==> config.mk <==
export PLATFORM = sky130hd
export DESIGN_NAME = syst_array_ctrl
export DESIGN_NICKNAME = d
export VERILOG_FILES = /design/src/rtl/syst_array_pkg.sv /design/src/rtl/syst_skew_line.sv /design/src/rtl/syst_array_ctrl.sv
export SDC_FILE = /design/constraint.sdc
export NUM_CORES = 1
export LEC_CHECK = 0
export ABC_CLOCK_PERIOD_IN_PS = 3800
export BUFFER_PORTS_ARGS = -buffer_cell sky130_fd_sc_hd__buf_2
export CAP_MARGIN = 20
export CORE_UTILIZATION = 31
export CTS_CLUSTER_DIAMETER = 100
export DETAILED_ROUTE_END_ITERATION = 6
export GPL_ROUTABILITY_DRIVEN = 0
export PLACE_DENSITY = 0.59
export SLEW_MARGIN = 10
export SYNTH_ARGS = -nofsm -noshare
export SYNTH_HDL_FRONTEND = slang
export SYNTH_HIERARCHICAL = 1
export SYNTH_SLANG_ARGS = --single-unit
==> constraint.sdc <==
create_clock -name clk -period 3.8 [get_ports clk]
set_input_delay 0.19 -clock clk [delete_from_list [all_inputs] [get_ports clk]]
set_output_delay 0.19 -clock clk [all_outputs]
set_load 0.005 [all_outputs]
==> src/rtl/syst_array_pkg.sv <==
// Shared types and timing constants for the systolic array sequencer.
// No logic, so no latency and no backpressure.
package syst_array_pkg;

    typedef enum logic [2:0] {
        S_IDLE,
        S_LOAD,
        S_FEED,
        S_DRAIN,
        S_DONE
    } ctrl_state_t;

    localparam int BUF_RD_LAT = 1;

    // Cycles to wait after the last activation read so skew valids and partial sums flush.
    function automatic int drain_len(input int rows, input int cols);
        return rows + cols;
    endfunction

endpackage

==> src/rtl/syst_skew_line.sv <==
// Valid delay chain: dout[i] is din delayed i+1 cycles; sync clear empties the chain.
// Latency 1..N cycles; no backpressure, free-running shift.
module syst_skew_line #(
    parameter int N = 4
) (
    input  logic         clk,
    input  logic         rst,
    input  logic         clr,
    input  logic         din,
    output logic [N-1:0] dout
);

    logic [N:0] shifted;

    assign shifted = {dout, din};

    always_ff @(posedge clk) begin
        if (rst || clr) begin
            dout <= '0;
        end else begin
            dout <= shifted[N-1:0];
        end
    end

endmodule

==> src/rtl/syst_array_ctrl.sv <==
// Weight-stationary systolic array sequencer: load weights, stream M vectors, drain, pulse done.
// Strobes are decoded from state (0 cycles), valids lag reads by 1+r; no backpressure. Option: SYST_CTRL_PERF_EN.
module syst_array_ctrl
    import syst_array_pkg::*;
#(
    parameter int ROWS     = 4,
    parameter int COLS     = 4,
    parameter int M_WIDTH  = 16,
    parameter int A_ADDR_W = 16
) (
    input  logic                    clk,
    input  logic                    rst,
    input  logic                    i_start,
    input  logic                    i_abort,
    input  logic [M_WIDTH-1:0]      i_m_len,
    output logic                    o_busy,
    output logic                    o_done,
    output logic                    o_wbuf_rd,
    output logic [$clog2(ROWS)-1:0] o_wbuf_addr,
    output logic                    o_w_vld,
    output logic [ROWS-1:0]         o_we_row,
    output logic                    o_abuf_rd,
    output logic [A_ADDR_W-1:0]     o_abuf_addr,
    output logic [ROWS-1:0]         o_a_vld
`ifdef SYST_CTRL_PERF_EN
    ,
    output logic [31:0]             o_perf_cycles
`endif
);

    localparam int WA_W  = $clog2(ROWS);
    localparam int DRAIN = drain_len(ROWS, COLS);
    localparam int CNT_W = A_ADDR_W + $clog2(2 * ROWS + COLS) + 1;

    ctrl_state_t        state, state_nxt;
    logic [CNT_W-1:0]   cnt, cnt_nxt;
    logic [M_WIDTH-1:0] m_len;
    logic               busy, accept, abort_clr;
    logic               wbuf_rd, abuf_rd, done;
    logic [ROWS-1:0]    we_row;
    logic [BUF_RD_LAT-1:0]      w_dly;
    logic [ROWS+BUF_RD_LAT-2:0] a_dly;

    assign busy      = (state != S_IDLE);
    assign accept    = (state == S_IDLE) && i_start && !i_abort;
    assign abort_clr = busy && i_abort;

    always_ff @(posedge clk) begin
        if (rst) begin
            state <= S_IDLE;
            cnt   <= '0;
            m_len <= '0;
        end else begin
            state <= state_nxt;
            cnt   <= cnt_nxt;
            if (accept) begin
                m_len <= i_m_len;
            end
        end
    end

    always_comb begin
        state_nxt = state;
        cnt_nxt   = (cnt == '1) ? cnt : cnt + 1'b1;
        wbuf_rd   = 1'b0;
        abuf_rd   = 1'b0;
        we_row    = '0;
        done      = 1'b0;
        unique case (state)
            S_IDLE: begin
                cnt_nxt = '0;
                if (accept) begin
                    state_nxt = S_LOAD;
                end
            end
            S_LOAD: begin
                wbuf_rd = (cnt < CNT_W'(ROWS));
                // Row r latches at k=2r+1: one buffer cycle plus r hops down the column.
                for (int r = 0; r < ROWS; r++) begin
                    if (cnt == CNT_W'(2 * r + 1)) begin
                        we_row[r] = 1'b1;
                    end
                end
                if (cnt == CNT_W'(2 * ROWS - 1)) begin
                    state_nxt = (m_len == '0) ? S_DONE : S_FEED;
                    cnt_nxt   = '0;
                end
            end
            S_FEED: begin
                abuf_rd = 1'b1;
                if (cnt == CNT_W'(m_len) - CNT_W'(1)) begin
                    state_nxt = S_DRAIN;
                    cnt_nxt   = '0;
                end
            end
            S_DRAIN: begin
                if (cnt == CNT_W'(DRAIN - 1)) begin
                    state_nxt = S_DONE;
                    cnt_nxt   = '0;
                end
            end
            S_DONE: begin
                done      = !i_abort;
                state_nxt = S_IDLE;
                cnt_nxt   = '0;
            end
            default: begin
                state_nxt = S_IDLE;
                cnt_nxt   = '0;
            end
        endcase
        if (abort_clr) begin
            state_nxt = S_IDLE;
            cnt_nxt   = '0;
        end
    end

    syst_skew_line #(.N(BUF_RD_LAT)) u_w_line (
        .clk  (clk),
        .rst  (rst),
        .clr  (abort_clr),
        .din  (wbuf_rd),
        .dout (w_dly)
    );

    syst_skew_line #(.N(ROWS + BUF_RD_LAT - 1)) u_a_line (
        .clk  (clk),
        .rst  (rst),
        .clr  (abort_clr),
        .din  (abuf_rd),
        .dout (a_dly)
    );

    assign o_busy      = busy;
    assign o_done      = done;
    assign o_wbuf_rd   = wbuf_rd;
    assign o_wbuf_addr = wbuf_rd ? cnt[WA_W-1:0] : '0;
    assign o_w_vld     = w_dly[BUF_RD_LAT-1];
    assign o_we_row    = we_row;
    assign o_abuf_rd   = abuf_rd;
    assign o_abuf_addr = abuf_rd ? cnt[A_ADDR_W-1:0] : '0;
    assign o_a_vld     = a_dly[ROWS+BUF_RD_LAT-2 -: ROWS];

`ifdef SYST_CTRL_PERF_EN
    always_ff @(posedge clk) begin
        if (rst || accept) begin
            o_perf_cycles <= '0;
        end else if (busy && o_perf_cycles != '1) begin
            o_perf_cycles <= o_perf_cycles + 32'd1;
        end
    end
`endif

endmodule
---- After elaboration in Yosys (flattened, before gate mapping) ----
Index checks and enable logic that the tools add are counted.
cells by class
  $add $sub $neg .......................... 2
  equality and inequality tests ........... 14
  mux-type cells .......................... 20
  $lt $le $gt $ge ......................... 1
  reduce and logical (&&, ||, !) cells .... 11
operators by type and width
  operator                                                                        count
  21-bit two-way mux                                                              3
  21-bit by 3-bit == test with 1-bit output (second input constant)               2
  21-bit one-hot mux with 2 select lines                                          1
  21-bit by 1-bit adder with 21-bit output (second input constant)                1
  21-bit by 1-bit == test with 1-bit output (second input constant)               1
  21-bit by 2-bit == test with 1-bit output (second input constant)               1
  21-bit == test                                                                  1
  21-bit == test (second input constant)                                          1
  21-bit by 3-bit less-than comparator with 1-bit output (second input constant)  1
  16-bit by 1-bit subtractor with 17-bit output (second input constant)           1
  16-bit logical NOT                                                              1
  16-bit two-way mux                                                              1
  3-bit two-way mux                                                               5
  3-bit one-hot mux with 4 select lines                                           1
  2-bit inequality test (second input constant)                                   4
  1-bit two-way mux                                                               7
  3-bit by 2-bit == test with 1-bit output (second input constant)                2
  4-bit two-way mux                                                               1
  4-bit AND reduction                                                             1
  2-bit OR reduction                                                              2
  3-bit by 1-bit == test with 1-bit output (second input constant)                1
  3-bit == test (second input constant)                                           1
  1-bit logical AND                                                               3
  3-bit logical NOT                                                               1
  other kinds (4)                                                                 4
storage, ports and cells
  register bits ........................... 45
  input port bits ......................... 20
  word-level logic and storage cells ...... 53

---- Depth between registers and ports, before layout ----
Gate-level depths: netlist of run 1.
  depth after elaboration ................. 5
  mapped depth ............................ 11
  mapped depth without buffers ............ 9

---- By module ----
The synthesis of run 1 kept the hierarchy.
by module, submodules not included
  module                      sequential area each (µm²)  instances  cells an instance  area an instance (µm²)
  syst_array_ctrl             800.8                       1          352                2,791.4
  syst_skew_line at u_a_line  80.1                        1          8                  110.1
  syst_skew_line at u_w_line  20.0                        1          2                  32.5

---- Worst setup path after synthesis of run 1 ----
Ideal clock, no wire load.
  kind .................................... register to register
  from .................................... register m_len[0]
  to ...................................... register cnt[13]
  arrival time ............................ 2,313 ps
  data required time ...................... 3,664 ps
  period minus slack after synthesis ...... 2,449 ps
  stages on the path, launching flop included .. 12
  setup slack ............................. 1,351 ps
  setup time .............................. 136 ps
  path buffers ............................ 2
  cell sequence ........................... dfxtp_1 -> inv_1 -> ha_1 -> clkbuf_2 -> or3b_2 -> a2111oi_0 -> a221oi_1 -> a221oi_2 -> nand4_2 -> nor2_4 -> buf_12 -> nor3_2
between the ends
  cells in the longest elaborated chain, start to end .. 4
ends and longest elaborated chain
  item                                           RTL line               text
  start: declaration                             syst_array_ctrl.sv:37  logic [M_WIDTH-1:0] m_len;
  start signal: assignment                       syst_array_ctrl.sv:57  m_len <= i_m_len;
  16-bit by 1-bit subtractor with 17-bit output  syst_array_ctrl.sv:91  if (cnt == CNT_W'(m_len) - CNT_W'(1)) begin
  21-bit == test                                 syst_array_ctrl.sv:91
  21-bit two-way mux                             syst_array_ctrl.sv:91
  21-bit one-hot mux with 2 select lines         syst_array_ctrl.sv:69  unique case (state)
  end signal: assignment                         syst_array_ctrl.sv:55  cnt <= cnt_nxt;
  end: declaration                               syst_array_ctrl.sv:36  logic [CNT_W-1:0] cnt, cnt_nxt;
Every way passes these cells.
A chain may end at the register's enable or synchronous reset.

---- Final worst setup path of run 1 ----
  from .................................... register m_len[0]
  to ...................................... register cnt[3]
The elaborated chain is that of the path after synthesis.

==> run_results.csv, run 1 <==
group,metric,value,unit
yosys,synth_cells,362,
finish,nNetsFinal,419,
worst_setup_path,worstRegToRegCells,9,
grt,grt_pass1_wl,12.06,mm
worst_setup_path,worst_setup_path_end_kind,"register",
yosys,ys_ff_latch,45,
floorplan,die_x,99.29,um
floorplan,core,0.009196,mm^2
finish,fin_cells,508,
timing,tightest_slew,1.015,ns
timing,slew_headroom,0.3219,
timing,hold_ws,0.1219,ns
clock_network,cts_tree,"built",
clock_network,post_cts_buffers,0,
worst_setup_path,required,3.97,ns
finish,drive_gt1_frac,0.2166,
yosys,ys_types,58,
floorplan,dieArea,0.009858,mm^2
timing,period_share,0.7329,
yosys,ys_async_sr_fraction,0,
worst_setup_path,worstSetupPathType,"reg -> reg",
grt,grt_remaining_overflow,0,
timing,fin_ws,1.015,ns
finish,fin_area,0.003289,mm^2
run_status,status,"finished clean",
worst_setup_path,crit_fanout,16,
clock_network,ctsResizeCount,0,
yosys,netlist_area,0.002934,mm^2
routing,vias,2651,
place,place_worst_setup_slack,0.9944,ns
clock_network,clkTransAtPathRegs,0.09,ns
worst_setup_path,cp-start-kind,"register",
grt,antenna_found_initial,0,
grt,grt_usage,0.1506,
place,dp.cells,500,
power_and_ir_drop,power.total,0.9562,mW
clock_network,cts_buffers,5,
timing,finalCriticalPeriod,2.785,ns
place,place_area,0.003207,mm^2
power_and_ir_drop,p_leak,1.288,nW
routing,via_per_inst,5.219,
floorplan,rows,35,
clock_network,cts-hold-fix-buffers,0,
grt,grt_max_degree,24,
power_and_ir_drop,max-vdd-ir-drop,0.1525,mV
routing,firstDrtPassIters,4,
floorplan,die-height,99.29,um
timing,final_hold_viol_count,0,
yosys,synth_top_area_share,0.3070,
yosys,ys_top_cells_by_count,"47 x nand2_1, 45 x dfxtp_1, 26 x a21oi_1",
yosys,synth_nets,385,
clock_network,clkLatencyLatePin,0.30,ns
worst_setup_path,cp-startpoint,"m_len[0]",
finish,antenna_cells,0,
hold_path,min_delay_path_depth,3,
finish,final_util,0.3577,
clock_network,clockRootBuffer,"clkbuf_8",
clock_network,cts_max_path_buffers,2,
place,hpwl,5.441,mm
grt,first_global_vias,2449,
yosys,syn_area_per_cell,8.105,um^2
yosys,synth_area_leader_cell,"dfxtp_1",
yosys,seq_area_frac_synth,0.3070,
clock_network,htreeDepth,2,
yosys,synth_edf_count,0,
routing,detail_route.wl_per_cell,14.04,um
routing,drt_iter0_markers,126,
clock_network,clock_sinks,45,
timing,fmax,0.3591,GHz
timing,slew_violations,0,
timing,setup_viol,0,
yosys,yosys_warnings,6,
timing,fin_tns_setup,0,ns
hold_path,min_from,"i_m_len[5]",
yosys,yosysMostFrequentCell,"nand2_1",
routing,ant_nets,0,
worst_setup_path,timing.rr.start,"m_len[0]",
timing,rsz0062_at_grt,"no",
hold_path,hold_path_class,"in -> reg",
worst_setup_path,crit_arrival,2.96,ns
yosys,synthFlopType,"dfxtp_1",
place,port_buffers,50,
run,cap_viol_max_count,0,
timing,finClkSkew,0.005951,ns
finish,synthToLayoutAreaGrowth,12.11,%
power_and_ir_drop,power_density,290.7,mW/mm^2
routing,drc,0,
floorplan,start_util,0.3190,
yosys,synth_area_leaders,"dfxtp_1 31%, xor2_1 6.3%, nand2_1 6.0%, and2_1 4.9%, xnor2_1 4.5%",
floorplan,io_pins,51,
routing,routed_wl,7.131,mm
==> area by class of cell <==
class / count / area (um^2)
inverters: 4 / 15.01
multi-input cells: 289 / 1894
fillers: 993 / 5907
clock buffers: 6 / 72.57
flip-flops and latches: 45 / 900.9
clock inverters: 2 / 10.01
repair buffers: 51 / 257.7
well taps: 111 / 138.9
==> cell usage in the layout, fill, tap and decap left out, drive strengths merged, types with 5 or more instances in the layout <==
cell type	netlist	final
a21oi	26	26
dfxtp	45	45
nand2	47	47
nor4	9	9
buf	7	51
nor3b	8	8
nand3	15	15
or3	5	5
nor2	19	19
nor3	33	33
xor2	21	21
and2	23	23
clkbuf	17	6
and3	6	6
xnor2	15	15
nor2b	9	9
nand4	8	8
==> cells by family after synthesis <==
kind of cell | count (synthesis) | share of synthesized area
and+or+nand+nor | 199 | 0.4047
AOI/OAI and AO/OA | 50 | 0.1143
DFF | 45 | 0.3070
xor gates and xnor gates | 36 | 0.1075
buffers and inverters | 28 | 0.05032
adders and majority gates | 3 | 0.01279
muxes | 1 | 0.003412
==> power by group <==
part / switching (mW) / leakage, nW / internal, mW
clock: 0.169 / 0.0450 / 0.128
sequential: 0.0177 / 0.364 / 0.480
combinational: 0.0902 / 0.878 / 0.0714
total: 0.277 / 1.29 / 0.680
==> state kept, by name, indices dropped and copies added, names as in the netlist <==
| signal | count |
|---|---|
| cnt | 21 |
| m_len | 16 |
| state | 3 |
| u_a_line/dout | 4 |
| u_w_line/dout | 1 |
==> per-layer routing <==
| layer | vias to the layer above | GRT usage | share of wire |
|---|---|---|---|
| met3 | 6 | 0.02178 | 0.022 |
| met4 | 0 | 0.04638 | 0.012 |
| li1 | 1348 | - | - |
| met2 | 33 | 0.2575 | 0.49 |
| met5 | - | 0 | 0 |
| met1 | 1264 | 0.1959 | 0.47 |
==> critical path, stage by stage, from the launching register on <==
cell,delay [ns]
dfxtp_1,0.36
inv_1,0.07
ha_1,0.31
or3b_2,0.48
a2111oi_0,0.40
a221oi_1,0.12
a221oi_2,0.21
nand4_2,0.17
nor2_4,0.43
nor3_1,0.10
==> final timing paths <==
kind / slack, ns / end
hold / removal: 0.12 / m_len[5]
setup reg to reg: 1.01 / cnt[3]
hold reg to reg: 0.48 / u_a_line/dout[2]
setup / recovery: 1.01 / cnt[3]
(Power assumes the default switching activity.)
==> inputs of run 2 (changes only) <==
--- a/config.mk
+++ b/config.mk
@@ -5,14 +5,14 @@
 export SDC_FILE = /design/constraint.sdc
 export NUM_CORES = 1
 export LEC_CHECK = 0
-export ABC_CLOCK_PERIOD_IN_PS = 3800
+export ABC_CLOCK_PERIOD_IN_PS = 2400
 export BUFFER_PORTS_ARGS = -buffer_cell sky130_fd_sc_hd__buf_2
 export CAP_MARGIN = 20
 export CORE_UTILIZATION = 31
 export CTS_CLUSTER_DIAMETER = 100
 export DETAILED_ROUTE_END_ITERATION = 6
 export GPL_ROUTABILITY_DRIVEN = 0
-export PLACE_DENSITY = 0.59
+export PLACE_DENSITY = 0.61
 export SLEW_MARGIN = 10
 export SYNTH_ARGS = -nofsm -noshare
 export SYNTH_HDL_FRONTEND = slang
==> constraint.sdc (replaced) <==
create_clock -name clk -period 2.4 [get_ports clk]
set_input_delay 0.12 -clock clk [delete_from_list [all_inputs] [get_ports clk]]
set_output_delay 0.12 -clock clk [all_outputs]
set_load 0.005 [all_outputs]
==> run 2 against run 1 <==
Via count increased by 2.8%. Total power is 72% higher. Highest routed layer unchanged. Final area grew 8.8%. Sequential share of layout area shrank 2.2 points. Critical path type is now reg -> out. Largest cell class unchanged. Sequential power rose by 55%. Critical path depth shrank 2. First-iteration DRC count fell by 9.5%. Final cell count is 5.3% higher.
==> run_results.csv, run 2 (synthesized netlist as in run 1, its figures left out) <==
group,metric,value,unit
power_and_ir_drop,power_density,460.6,mW/mm^2
finish,layout_common_cells,"50 x buf_2, 47 x nand2_1, 45 x dfxtp_1, 27 x buf_4, 26 x a21oi_1",
worst_setup_path,worstSetupPathType,"reg -> out",
worst_setup_path,crit_arrival,2.16,ns
timing,slew_violations,0,
timing,tightest_slew,0.5000,ns
worst_setup_path,crit_chain,"nor4_2, nand2_1, nor3_1, nand3_1, nor2_1, and2_1, buf_2",
finish,synthToLayoutAreaGrowth,22.00,%
place,hpwl,5.666,mm
timing,finClkSkew,0.006204,ns
worst_setup_path,cp-start-kind,"register",
finish,nFillCells,971,
clock_network,htreeDepth,2,
grt,grt_remaining_overflow,0,
floorplan,die_x,99.29,um
power_and_ir_drop,clkPwrFrac,0.343,
power_and_ir_drop,seq_power_share,0.469,
run,cap_viol_max_count,0,
clock_network,cts_max_path_buffers,2,
clock_network,clock_sinks,45,
grt,grt.busiest_layer,"met2",
floorplan,rows,35,
power_and_ir_drop,power.total,1.649,mW
grt,use_met3,0.02178,
timing,setup_viol,0,
timing,period_share,0.9514,
grt,first_global_vias,2649,
finish,antenna_cells,0,
worst_setup_path,r2r_setup_slack,0.17,ns
grt,met1_usage,0.1965,
grt,grt_max_degree,24,
finish,final_util,0.3893,
timing,finalCriticalPeriod,2.283,ns
power_and_ir_drop,p_int,1.208,mW
hold_path,hold_path_class,"in -> reg",
finish,nNetsFinal,447,
place,place_area,0.003448,mm^2
worst_setup_path,crit_fanout,8,
clock_network,clkTransAtPathRegs,0.09,ns
worst_setup_path,cpPeakStageDelay,0.43,ns
worst_setup_path,critPathSlowestCell,"dfxtp_1",
run_status,status,"finished clean",
grt,grtUsageMet2,0.2762,
finish,regMostFlops,"cnt",
clock_network,clockRootBuffer,"clkbuf_8",
finish,final_common_cell,"buf_2",
routing,drc,0,
timing,fin_ws,0.1167,ns
routing,drt_iter0_markers,114,
worst_setup_path,worst_setup_path_end_kind,"primary output",
routing,detail_route.wl_per_cell,13.55,um
finish,top_regs,"cnt: 21 flops, m_len: 16 flops, u_a_line/dout: 4 flops",
floorplan,dieArea,0.009858,mm^2
floorplan,core,0.009196,mm^2
finish,largest_register_ffs,21,
routing,ant_nets,0,
timing,final_hold_viol_count,0,
place,port_buffers,50,
finish,drive_gt1_frac,0.2854,
routing,via_per_inst,5.095,
floorplan,die-height,99.29,um
routing,vias,2726,
place,place_worst_setup_slack,0.04604,ns
power_and_ir_drop,combPwrFrac,0.188,
power_and_ir_drop,p_leak,1.455,nW
finish,fin_area,0.003580,mm^2
floorplan,io_pins,51,
grt,grt_usage,0.1577,
timing,slew_headroom,0.6666,
power_and_ir_drop,max-vdd-ir-drop,0.2784,mV
timing,fmax,0.4380,GHz
routing,routed_wl,7.248,mm
grt,antenna_found_initial,0,
floorplan,start_util,0.3190,
power_and_ir_drop,switching_share,0.2677,
power_and_ir_drop,p_sw,0.4414,mW
clock_network,clkLatencyLatePin,0.30,ns
clock_network,cts_tree,"built",
worst_setup_path,required,2.28,ns
clock_network,post_cts_buffers,0,
clock_network,cts_buffers,5,
grt,grt_pass1_wl,12.52,mm
routing,firstDrtPassIters,4,
-- run 2: changes by cell type in the layout (fill, tap and decap cells not counted), sizes merged --
cell	previous run	this run
buf	51	79
bufinv	0	1
clkbuf	6	5
clkinv	2	1
-- run 2: metal layers --
| metal | vias to the layer above | wire length [um] |
|---|---|---|
| met5 | - | 0 |
| met4 | 0 | 100 |
| met3 | 7 | 221 |
| met2 | 48 | 3718 |
| met1 | 1276 | 3208 |
| li1 | 1395 | - |
-- run 2: cell type report --
| cell class | count | area, um^2 | share of cell area |
|---|---|---|---|
| clock buffers | 5 | 68.82 | 0.01922 |
| flip-flops and latches | 45 | 900.9 | 0.2517 |
| multi-input cells | 289 | 1928 | 0.5386 |
| repair buffers | 79 | 493.0 | 0.1377 |
| inverters | 4 | 15.01 | 0.004194 |
| well taps | 111 | 138.9 | 0.03880 |
| clock inverters | 2 | 35.03 | 0.009787 |
-- run 2: power by group through the flow --
| stage | clock network (mW) | logic, mW | registers, mW |
|---|---|---|---|
| after floorplan | 0 | 0.219 | 0.792 |
| after global placement | 0 | 0.296 | 0.790 |
| after CTS | 0.576 | 0.301 | 0.773 |
| after global routing | 0.608 | 0.347 | 0.776 |
| after detailed placement | 0 | 0.300 | 0.790 |
| final | 0.565 | 0.311 | 0.773 |
-- run 2: critical path, delay by kind of cell (launching register included) --
family,cells,cell delay [ns]
AND/OR/NAND/NOR,6,1.32
buffers and inverters,1,0.11
flip-flops,1,0.43
-- run 2: worst paths after layout --
path                         start          endpoint  cells after the start
setup reg to reg          m_len[5]            cnt[7]                      9
hold / removal         i_m_len[14]         m_len[14]                      3
hold reg to reg   u_a_line/dout[1]  u_a_line/dout[2]                      1
setup / recovery            cnt[6]       o_we_row[0]                      7
-- run 2: through the flow --
step	hold WS (ns)	cells	setup TNS, ns
after floorplan	0.1907	362	0
after global placement	0.3595	528	0
after detailed placement	0.3657	528	0
after CTS	0.04526	535	0
after global routing	0.05038	535	-0.08450
final	0.05183	535	0
-- run 2: what timing repair did --
action                                  CTS  global route
endpoints found under the setup margin    0            24
hold endpoints to repair                  0             0
gates resized for setup                   0             6
hold buffers                              0             0
==> inputs of run 3 (changes only) <==
--- a/config.mk
+++ b/config.mk
@@ -13,6 +13,7 @@
 export DETAILED_ROUTE_END_ITERATION = 6
 export GPL_ROUTABILITY_DRIVEN = 0
 export PLACE_DENSITY = 0.61
+export SETUP_SLACK_MARGIN = 0.5
 export SLEW_MARGIN = 10
 export SYNTH_ARGS = -nofsm -noshare
 export SYNTH_HDL_FRONTEND = slang
==> run 3 against run 2 <==
Fmax fell by 0.17%. Largest cell class unchanged. Final cell count rose by 1.3%. Critical endpoint is now cnt[11]. Utilization rose by 3.6 points. Global-route usage rose by 0.61 points.
==> run_results.csv, run 3 (synthesized netlist as in run 1, its figures left out) <==
group,metric,value,unit
run_status,status,"finished clean",
routing,routed_wl,7.780,mm
routing,vias,2800,
finish,final_common_cell,"buf_2",
power_and_ir_drop,power_density,465.6,mW/mm^2
floorplan,start_util,0.3190,
worst_setup_path,critPathSlowestCell,"or4_4",
grt,grt_pass1_wl,13.04,mm
timing,period_share,0.9530,
grt,grt_max_degree,24,
clock_network,htreeDepth,2,
routing,detail_route.wl_per_cell,14.35,um
timing,fmax,0.4372,GHz
place,hpwl,5.764,mm
worst_setup_path,worstSetupPathType,"reg -> reg",
run,cap_viol_max_count,0,
worst_setup_path,required,2.59,ns
place,port_buffers,50,
routing,drc,0,
routing,ant_nets,0,
grt,grt_remaining_overflow,0,
timing,finClkSkew,0.009789,ns
timing,tightest_slew,0.5373,ns
finish,layout_common_cells,"48 x buf_2, 46 x nand2_1, 30 x dfxtp_1, 29 x buf_4, 26 x a21oi_1",
worst_setup_path,worstRegToRegCells,9,
timing,final_hold_viol_count,0,
timing,fin_tns_setup,0,ns
grt,grt_usage,0.1638,
clock_network,clkLatencyLatePin,0.31,ns
finish,seqCellArea,927.1,um^2
clock_network,cts_buffers,5,
clock_network,clock_sinks,45,
timing,setup_viol,0,
routing,via_per_inst,5.166,
clock_network,clockRootBuffer,"clkbuf_8",
timing,slew_headroom,0.6407,
hold_path,hold_path_class,"in -> reg",
clock_network,cts_max_path_buffers,2,
timing,rsz0062_at_grt,"yes",
floorplan,die_x,99.29,um
timing,hold_ws,0.03995,ns
finish,nNetsFinal,453,
finish,fin_area,0.003914,mm^2
power_and_ir_drop,power.total,1.822,mW
clock_network,cts_tree,"built",
worst_setup_path,cp-start-kind,"register",
timing,slew_violations,0,
grt,antenna_found_initial,0,
power_and_ir_drop,p_leak,1.559,nW
finish,largest_register_ffs,21,
grt,first_global_vias,2731,
finish,regMostFlops,"cnt",
worst_setup_path,worst_setup_path_end_kind,"register",
worst_setup_path,crit_arrival,2.48,ns
clock_network,clkTransAtPathRegs,0.09,ns
power_and_ir_drop,max-vdd-ir-drop,0.3625,mV
timing,finalCriticalPeriod,2.287,ns
routing,drt_iter0_markers,143,
floorplan,die-height,99.29,um
worst_setup_path,crit_fanout,8,
worst_setup_path,crit_chain,"or4_4, nor3_2, o211ai_1, a221oi_2, nand4_2, nor2_4, buf_6, buf_12, nor3_4",
finish,drive_gt1_frac,0.3968,
place,place_area,0.003452,mm^2
place,dp.cells,523,
finish,synthToLayoutAreaGrowth,33.39,%
floorplan,core,0.009196,mm^2
floorplan,rows,35,
finish,nFillCells,925,
hold_path,min_delay_path_depth,3,
floorplan,io_pins,51,
worst_setup_path,cpPeakStageDelay,0.58,ns
finish,multi_input_area,0.002105,mm^2
finish,fin_cells,542,
floorplan,dieArea,0.009858,mm^2
finish,top_regs,"cnt: 21 flops, m_len: 16 flops, u_a_line/dout: 4 flops",
routing,firstDrtPassIters,4,
finish,antenna_cells,0,
-- run 3: area by class of cell --
type	instances	share of cell area
inverter	4	0.003836
sequential	45	0.2369
tap	111	0.03549
clock inverter	3	0.01758
multi-input combinational	289	0.5377
timing repair buffer	85	0.1509
clock buffer	5	0.01758
-- run 3: path summary, 6_finish.rpt --
check	from	to	slack [ns]
worst max register to register	m_len[8]	cnt[11]	0.11
worst min-delay path	i_m_len[5]	m_len[5]	0.04
worst min register to register	u_a_line/dout[1]	u_a_line/dout[2]	0.48
worst max-delay path	m_len[8]	cnt[11]	0.11
-- run 3: power breakdown --
group | internal, mW | switching [mW] | leakage, nW | total [mW]
registers | 0.759 | 0.0177 | 0.372 | 0.777
clock network | 0.419 | 0.277 | 0.0687 | 0.696
logic | 0.166 | 0.183 | 1.12 | 0.349
total | 1.34 | 0.478 | 1.56 | 1.82
-- run 3: routing by layer --
| layer | vias to the layer above | global-route usage | part of all wire | routed length (um) |
|---|---|---|---|---|
| met4 | 0 | 0.06335 | 0.020 | 152 |
| met2 | 47 | 0.2949 | 0.51 | 3996 |
| met3 | 14 | 0.02319 | 0.025 | 197 |
| met5 | - | 0 | 0 | 0 |
| li1 | 1413 | - | - | - |
| met1 | 1326 | 0.1965 | 0.44 | 3433 |
-- run 3: repair_timing --
item | in CTS | in global routing
gates cloned | 1 | 0
buffers inserted | 8 | 2
endpoints found under the hold margin | 0 | 0
resized for setup | 38 | 19
hold buffers | 0 | 0
setup endpoints to repair | 30 | 39
pin swaps | 30 | 5
-- run 3: through the flow --
| stage | utilization | setup WS (ns) |
|---|---|---|
| after floorplan | - | 0.1406 |
| after CTS | 0.4155 | 0.1446 |
| after global routing | 0.4256 | 0.02787 |
| after detailed placement | 0.3754 | 0.1344 |
| after global placement | 0.3754 | 0.1551 |
| final | 0.4256 | 0.1129 |
-- run 3: critical path: cells and delay by family, from the launching register on --
kind | cells | cell delay (ns)
simple gates | 5 | 1.12
compound gates | 2 | 0.45
flops | 1 | 0.37
buf+inv | 2 | 0.24
